===== src/rtl/adder_pkg.sv =====
// Shared helpers for the pipelined adder/subtractor.
package adder_pkg;

   // Bits handled by each pipeline stage.
   function automatic int unsigned chunk_w(input int unsigned width, input int unsigned stages);
      return (stages == 0) ? width : width / stages;
   endfunction

endpackage


===== src/rtl/adder_chunk.sv =====
// Combinational W-bit ripple adder built from full-adder cells.
module adder_chunk #(
   parameter int unsigned W = 4
) (
   input  logic [W-1:0] a,
   input  logic [W-1:0] b,
   input  logic         cin,
   output logic [W-1:0] s,
   output logic         cout,
   output logic         msb_cin
);

   logic [W:0] w_c;

   assign w_c[0] = cin;

   // One full-adder cell per bit.
   for (genvar i = 0; i < W; i++) begin : g_fa
      assign s[i]       = a[i] ^ b[i] ^ w_c[i];
      assign w_c[i+1]   = (a[i] & b[i]) | (w_c[i] & (a[i] ^ b[i]));
   end

   assign cout    = w_c[W];
   assign msb_cin = w_c[W-1];

endmodule


===== src/rtl/pipelined_adder.sv =====
// Pipelined ripple-carry adder/subtractor with valid/ready on both sides.
// Stage k adds chunk k; upper operand chunks ride along, finished low sum
// chunks are carried forward. Optional signed-overflow output out_ovf is
// enabled by defining PIPELINED_ADDER_OVF_EN.
module pipelined_adder
   import adder_pkg::*;
#(
   parameter int unsigned WIDTH  = 12,
   parameter int unsigned STAGES = 3
) (
   input  logic             clk,
   input  logic             rst,
   input  logic             in_valid,
   output logic             in_ready,
   input  logic [WIDTH-1:0] in_a,
   input  logic [WIDTH-1:0] in_b,
   input  logic             in_cin,
   input  logic             in_sub,
   output logic             out_valid,
   input  logic             out_ready,
   output logic [WIDTH-1:0] out_sum,
   output logic             out_cout
`ifdef PIPELINED_ADDER_OVF_EN
   ,
   output logic             out_ovf
`endif
);

   localparam int unsigned CHUNK = chunk_w(WIDTH, STAGES);
   localparam int unsigned LAST  = STAGES - 1;

   // Stage payload: operands stay full width, stage k consumes chunk k.
   typedef struct packed {
      logic             valid;
      logic             carry;
      logic [WIDTH-1:0] sum_lo;
      logic [WIDTH-1:0] a_hi;
      logic [WIDTH-1:0] b_hi;
      logic             sub;
   } stage_t;

   if ((STAGES < 1) || ((WIDTH % STAGES) != 0)) begin : g_param_check
      $error("pipelined_adder: WIDTH (%0d) must be a multiple of STAGES (%0d), STAGES >= 1",
             WIDTH, STAGES);
   end

   stage_t                        r_pipe [STAGES];
   stage_t                        w_src  [STAGES];
   stage_t                        w_nxt  [STAGES];
   logic [STAGES-1:0]             w_load;
   logic [STAGES-1:0][CHUNK-1:0]  w_ca;
   logic [STAGES-1:0][CHUNK-1:0]  w_cb;
   logic [STAGES-1:0][CHUNK-1:0]  w_cs;
   logic [STAGES-1:0]             w_cc;
   logic [STAGES-1:0]             w_cco;
   logic [STAGES-1:0]             w_cmsb;

   // Route each stage's source (input beat or previous register) to its chunk adder.
   always_comb begin
      w_src[0].valid  = in_valid;
      w_src[0].carry  = in_cin ^ in_sub;
      w_src[0].sum_lo = '0;
      w_src[0].a_hi   = in_a;
      w_src[0].b_hi   = in_b;
      w_src[0].sub    = in_sub;
      for (int k = 1; k < int'(STAGES); k++) begin
         w_src[k] = r_pipe[k-1];
      end
      for (int k = 0; k < int'(STAGES); k++) begin
         w_ca[k] = w_src[k].a_hi[k*CHUNK +: CHUNK];
         w_cb[k] = w_src[k].b_hi[k*CHUNK +: CHUNK] ^ {CHUNK{w_src[k].sub}};
         w_cc[k] = w_src[k].carry;
      end
   end

   for (genvar k = 0; k < STAGES; k++) begin : g_stage
      adder_chunk #(.W(CHUNK)) u_chunk (
         .a       (w_ca[k]),
         .b       (w_cb[k]),
         .cin     (w_cc[k]),
         .s       (w_cs[k]),
         .cout    (w_cco[k]),
         .msb_cin (w_cmsb[k])
      );
   end

   // Merge each stage's chunk result into its payload.
   always_comb begin
      for (int k = 0; k < int'(STAGES); k++) begin
         w_nxt[k]                            = w_src[k];
         w_nxt[k].sum_lo[k*CHUNK +: CHUNK]   = w_cs[k];
         w_nxt[k].carry                      = w_cco[k];
      end
   end

   // Backpressure chain: a stage loads when empty or when its content moves on.
   always_comb begin
      w_load       = '0;
      w_load[LAST] = !r_pipe[LAST].valid || out_ready;
      for (int k = int'(STAGES) - 2; k >= 0; k--) begin
         w_load[k] = !r_pipe[k].valid || w_load[k+1];
      end
   end

   // Stage registers.
   always_ff @(posedge clk or posedge rst) begin
      if (rst) begin
         for (int k = 0; k < int'(STAGES); k++) begin
            r_pipe[k] <= '0;
         end
      end else begin
         for (int k = 0; k < int'(STAGES); k++) begin
            if (w_load[k]) begin
               r_pipe[k] <= w_nxt[k];
            end
         end
      end
   end

   assign in_ready  = w_load[0];
   assign out_valid = r_pipe[LAST].valid;
   assign out_sum   = r_pipe[LAST].sum_lo;
   assign out_cout  = r_pipe[LAST].carry;

`ifdef PIPELINED_ADDER_OVF_EN
   logic r_ovf;

   // Signed overflow: carry into MSB differs from carry out of MSB.
   always_ff @(posedge clk or posedge rst) begin
      if (rst) begin
         r_ovf <= 1'b0;
      end else if (w_load[LAST]) begin
         r_ovf <= w_cmsb[LAST] ^ w_cco[LAST];
      end
   end

   assign out_ovf = r_ovf;
`endif

endmodule


===== config.mk =====
export PLATFORM = sky130hd
export DESIGN_NAME = pipelined_adder
export DESIGN_NICKNAME = d
export VERILOG_FILES = /design/src/rtl/adder_pkg.sv /design/src/rtl/adder_chunk.sv /design/src/rtl/pipelined_adder.sv
export SDC_FILE = /design/constraint.sdc
export NUM_CORES = 1
export LEC_CHECK = 0
export BUFFER_PORTS_ARGS = -buffer_cell sky130_fd_sc_hd__buf_2
export CAP_MARGIN = 20
export CORE_MARGIN = 8
export CORE_UTILIZATION = 50
export CTS_CLUSTER_DIAMETER = 200
export DETAILED_ROUTE_END_ITERATION = 10
export PLACE_DENSITY_LB_ADDON = 0.2
export SLEW_MARGIN = 20
export SYNTH_ARGS = -nofsm -noshare
export SYNTH_HDL_FRONTEND = slang
export SYNTH_SLANG_ARGS = --single-unit

===== constraint.sdc =====
create_clock -name clk -period 2.5 [get_ports clk]
set_input_delay 0.5 -clock clk [delete_from_list [all_inputs] [get_ports clk]]
set_output_delay 0.5 -clock clk [all_outputs]
set_load 0.02 [all_outputs]

==> flow_metrics.env, run 1 <==
export IMPL_cts_sinks=56
export IMPL_fmax_mhz=416.2
export IMPL_gp_congestion=0.7202
export IMPL_area_growth_pct=11.59
export IMPL_nets=261
export IMPL_crit_type="reg2reg"
export IMPL_num_rows=26
export IMPL_whs_ps=363.0
export IMPL_cts_max_path_buffers=2
export IMPL_clk_pin_slew_ps=100
export IMPL_slowest_delay_ps=420
export IMPL_cp_end_kind="flop"
export IMPL_die_width_um=89.16
export IMPL_slew_violations=0
export IMPL_dp_hpwl_mm=3.391
export IMPL_dpl_cell_area_sq_um=2877
export IMPL_finalSetupTns_ps=0
export IMPL_dieHeight_um=89.16
export IMPL_htreeDepth=2
export IMPL_r2r_end="r_pipe[71]"
export IMPL_clock_latency_ps=300
export IMPL_gr_total_overflow=0
export IMPL_layout_commonest_cell="dfrtp_1"
export IMPL_port_buffers=44
export IMPL_yosysUniqueCellTypes=20
export IMPL_skew_ps=7.588
export IMPL_rsz0062_at_grt="false"
export IMPL_drtPass1Iterations=4
export IMPL_drc=0
export IMPL_cts_setup_buffers=0
export IMPL_r2r_start="r_pipe[78]"
export IMPL_startpoint_type="flop"
export IMPL_wl_per_cell_um=14.90
export IMPL_arrival_ps=2600
export IMPL_total_leakage_power_nw=1.409
export IMPL_cp_max_fo=2
export IMPL_grt_pass1_wl_mm=7.396
export IMPL_yosysTopAreaCell="dfrtp_1"
export IMPL_fin_cells=290
export IMPL_grt_max_degree=57
export IMPL_diodes=0
export IMPL_grt_pass1_vias=1540
export IMPL_first_iter_violations=55
export IMPL_relSlewSlack_pct=55.03
export IMPL_syn_area_sq_um=2676
export IMPL_antenna_found_initial=0
export IMPL_critPathRequiredTime_ps=2690
export IMPL_avgSynthCellArea_sq_um=14.62
export IMPL_wl_mm=4.322
export IMPL_r2r_slack_ps=100
export IMPL_final_cell_mix="dfrtp_1 (56), buf_2 (44), mux2_2 (40), inv_1 (16), fa_1 (8)"
export IMPL_syn_nets=225
export IMPL_num_io_pins=45
export IMPL_synthTopCellsByArea="dfrtp_1 (52%), mux2_2 (17%), fa_1 (9.0%), mux2_4 (3.9%), buf_4 (3.4%)"
export IMPL_drv_cap=0
export IMPL_cts_inserted_buffers=5
export IMPL_dp_cells=282
export IMPL_via_count=1360
export IMPL_min_path_type="in2async"
export IMPL_core_area_sq_um=5140
export IMPL_cts_root_buf="clkbuf_8"
export IMPL_start_util_pct=52.07
export IMPL_design_area_sq_um=2987
export IMPL_grtUsageTotal_pct=12.26
export IMPL_drive_gt1_share_pct=52.27
export IMPL_fin_crit_sh_pct=96.11
export IMPL_fin_crit_ps=2403
export IMPL_yosysSeqAreaShare_pct=52.36
export IMPL_ys_ff_latch=56
export IMPL_cp_cell_sequence="xnor2_2, fa_2, inv_2, fa_2, inv_1, fa_1, inv_1, fa_1, mux2_2"
export IMPL_detail_route_antenna_nets=0
export IMPL_slowest_stage="dfrtp_1"
export IMPL_worstMarginPinSlew_ps=674.6
export IMPL_cellPowerDensity_nw_per_um2=883.6
export IMPL_nFillCells=431
export IMPL_via_per_inst=4.690
export IMPL_ir_drop_mv=0.4039
export IMPL_netlist_instances=183
export IMPL_cts_tree="yes"
export IMPL_die_area_sq_um=7950
export IMPL_setup_viol=0
export IMPL_reg2regPathDepth=9
export IMPL_status="complete, no violations"
export IMPL_post_route_util_pct=58.11
export IMPL_multi_input_area_sq_um=1064
export IMPL_ys_warn_count=0
export IMPL_synth_top_area_share_pct=52.36
export IMPL_hold_violations=0
export IMPL_regArea_sq_um=1401
per-layer routing:
layer	wire length, um	GRT usage (%)
met1	1883	15.37
met2	2125	19.39
met3	234	3.217
met4	78	5.589
met5	0	0
power by group:
part	internal, mW	switching (mW)
Clock	0.225	0.280
Combinational	0.418	0.420
Sequential	1.15	0.142
kinds of logic after synthesis:
kind of cell | synth area share, %
XOR/XNOR | 4.254
multiplexers | 22.30
flip-flops | 52.36
AO/OA/AOI/OAI | 0.3740
adder cells (fa/ha/maj) | 8.976
buffers and inverters | 8.836
AND/OR/NAND/NOR | 2.898
worst max-delay path: cells and delay by family (launching register included):
kind / cells / cell delay [ps]
xor+xnor: 1 / 150
fa+ha+maj: 4 / 1260
buf+inv: 3 / 180
flops: 1 / 420
mux: 1 / 270
sequential cells by signal, summed over array words and instances, names as in the netlist:
signal / count
out_sum: 12
out_valid: 1
r_pipe: 42
out_cout: 1
cells in the mapped netlist (all sizes together):
| library cell | n |
|---|---|
| nand4b | 1 |
| nor2b | 1 |
| mux2i | 3 |
| xor2 | 8 |
| buf | 18 |
| inv | 19 |
| fa | 12 |
| mux2 | 48 |
| clkbuf | 3 |
| nor3b | 2 |
| nand3b | 1 |
| xnor2 | 5 |
| dfrtp | 56 |
| nand2b | 4 |
| a21oi | 2 |
stage by stage:
| step | total power [mW] | setup slack (ps) |
|---|---|---|
| final | 2.639 | 97.17 |
| after global routing | 2.825 | 3.416 |
| after CTS | 2.685 | 97.34 |
| after detailed placement | 2.172 | -160.1 |
| after global placement | 2.124 | -79.93 |
| after floorplan | 2.029 | -61.72 |
what timing repair did:
action,in CTS,in global routing
setup endpoints to repair,0,1
hold buffers,0,0
hold endpoints to repair,0,0
resized for setup,0,4
worst max path at each step:
| stage | depth (start not counted) | from | slack, ps | to |
|---|---|---|---|---|
| final | 9 | r_pipe[78] | 100 | r_pipe[71] |
| after detailed placement | 9 | in_sub | -160 | r_pipe[106] |
| after floorplan | 9 | in_sub | -60 | r_pipe[106] |
| after global placement | 9 | in_sub | -80 | r_pipe[106] |
| after CTS | 9 | r_pipe[78] | 100 | r_pipe[71] |
| after global routing | 9 | r_pipe[78] | 3 | r_pipe[71] |
area by class of cell:
type,count,area share [%]
Tap cell,70,2.933
Clock buffer,6,2.765
Multi-Input combinational cell,87,35.61
Sequential cell,56,46.92
Inverter,19,2.388
Timing Repair Buffer,50,8.881
Clock inverter,2,0.5027
Note: power is estimated with default switching activity, not from simulation.
==> run 2: changes to the inputs <==
BUFFER_PORTS_ARGS = -buffer_cell sky130_fd_sc_hd__clkbuf_2   (was -buffer_cell sky130_fd_sc_hd__buf_2)
CTS_CLUSTER_SIZE = 28   (was default)
GPL_TIMING_DRIVEN = 0   (was default)
==> flow_metrics.env, run 2 (same netlist as run 1, synthesis figures left out) <==
export IMPL_dp_cells=296
export IMPL_core_area_sq_um=5140
export IMPL_total_leakage_power_nw=1.499
export IMPL_status="complete, no violations"
export IMPL_num_rows=26
export IMPL_ir_drop_mv=0.4229
export IMPL_skew_ps=5.202
export IMPL_slowest_stage="dfrtp_2"
export IMPL_post_route_util_pct=60.49
export IMPL_drv_cap=0
export IMPL_die_width_um=89.16
export IMPL_critPathRequiredTime_ps=2690
export IMPL_hold_violations=0
export IMPL_slew_violations=0
export IMPL_cts_sinks=56
export IMPL_drive_gt1_share_pct=55.13
export IMPL_cellPowerDensity_nw_per_um2=890.1
export IMPL_diodes=0
export IMPL_cts_root_buf="clkbuf_8"
export IMPL_cp_cell_sequence="xnor2_1, fa_1, inv_1, fa_1, inv_1, fa_1, inv_1, fa_1, mux2_2"
export IMPL_start_util_pct=52.07
export IMPL_via_count=1416
export IMPL_fin_crit_ps=2404
export IMPL_fmax_mhz=416.0
export IMPL_path_depth=9
export IMPL_top_register="r_pipe"
export IMPL_crit_buf_inv=3
export IMPL_fin_crit_sh_pct=96.16
export IMPL_crit_family="adder cells"
export IMPL_die_area_sq_um=7950
export IMPL_cp_max_fo=2
export IMPL_met2_length_mm=1.972
export IMPL_reg2regPathDepth=9
export IMPL_rsz0062_at_grt="true"
export IMPL_dieHeight_um=89.16
export IMPL_clk_pin_slew_ps=90
export IMPL_grt_pass1_wl_mm=7.258
export IMPL_dp_hpwl_mm=3.248
export IMPL_dpl_cell_area_sq_um=3004
export IMPL_grt_pass1_vias=1518
export IMPL_drtPass1Iterations=3
export IMPL_cts_tree="yes"
export IMPL_port_buffers=43
export IMPL_largest_reg_flops=42
export IMPL_startpoint_type="flop"
export IMPL_final_cell_mix="dfrtp_1 (54), clkbuf_2 (43), mux2_2 (40), inv_1 (16), buf_4 (14)"
export IMPL_gr_total_overflow=0
export IMPL_clock_latency_ps=300
export IMPL_min_path_type="in2async"
export IMPL_design_area_sq_um=3109
export IMPL_num_io_pins=45
export IMPL_power_mw=2.767
export IMPL_gp_congestion=0.6807
export IMPL_area_growth_pct=16.18
export IMPL_crit_type="reg2reg"
export IMPL_relSlewSlack_pct=55.68
export IMPL_wl_mm=4.213
export IMPL_grt_max_degree=57
export IMPL_setup_viol=0
export IMPL_fin_cells=304
export IMPL_nets=275
export IMPL_cts_inserted_buffers=5
export IMPL_slowest_delay_ps=410
export IMPL_detail_route_antenna_nets=0
export IMPL_layout_commonest_cell="dfrtp_1"
export IMPL_worstMarginPinSlew_ps=664.8
export IMPL_critPathMostFrequentCell="fa_1"
export IMPL_via_per_inst=4.658
export IMPL_htreeDepth=2
export IMPL_wl_per_cell_um=13.86
export IMPL_grtUsageTotal_pct=12.06
export IMPL_wl_met3_um=242
export IMPL_top_layer_used="met4"
export IMPL_met1_length_mm=1.948
export IMPL_finalSetupTns_ps=0
export IMPL_antenna_found_initial=0
export IMPL_drc=0
export IMPL_cp_end_kind="flop"
export IMPL_nFillCells=449
export IMPL_arrival_ps=2590
export IMPL_first_iter_violations=48
export IMPL_cts_max_path_buffers=2
[run 2: cell count changes in the layout (fill, tap and decap cells not counted), moves of 2 or more]
cell,before,now
clkbuf_2,0,43
buf_2,44,2
buf_4,6,14
buf_6,0,3
clkinv_2,0,2
clkinvlp_4,2,0
dfrtp_1,56,54
dfrtp_2,0,2
[run 2: area by class of cell]
type | instances | area (sq um) | area share [%]
plain buffers | 19 | 167.7 | 5.392
repair buffers | 45 | 230.2 | 7.404
flip-flops and latches | 56 | 1404 | 45.15
inverters | 19 | 73.82 | 2.374
well taps | 70 | 87.58 | 2.817
clock inverters | 2 | 10.01 | 0.3219
clock buffers | 6 | 82.58 | 2.656
multi-input cells | 87 | 1054 | 33.88
[run 2: through the flow]
stage               hold WS (ps)  setup slack (ps)
detailed placement         495.1            -171.6
global placement           486.5            -128.3
CTS                        306.6             21.09
floorplan                  474.9            -61.72
global route               340.4            -7.759
finish                     287.0             96.03
[run 2: repair_timing]
item,CTS,global route
setup endpoints to repair,2,2
hold buffers,0,0
resized for setup,2,2
setup buffers,1,1
cloned,0,0
[run 2: report_power, final]
group / switching, mW / internal (mW) / leakage, nW
logic: 0.445 / 0.536 / 0.802
clock network: 0.267 / 0.221 / 0.0510
registers: 0.144 / 1.15 / 0.646
[run 2: final timing paths]
kind                             start          end  slack [ps]
max                         r_pipe[39]  out_sum[11]         100
min                                rst  r_pipe[103]         290
max reg2reg                 r_pipe[39]  out_sum[11]         100
min reg2reg                r_pipe[115]  r_pipe[115]         510
max in group asynchronous          rst   r_pipe[78]        1740
min in group clk              in_valid  r_pipe[116]         400
[run 2: layer usage]
layer	global-route usage, %	vias to the layer above
met5	0	-
met4	3.625	0
met3	3.952	5
met2	18.59	26
met1	15.77	708
li1	-	677
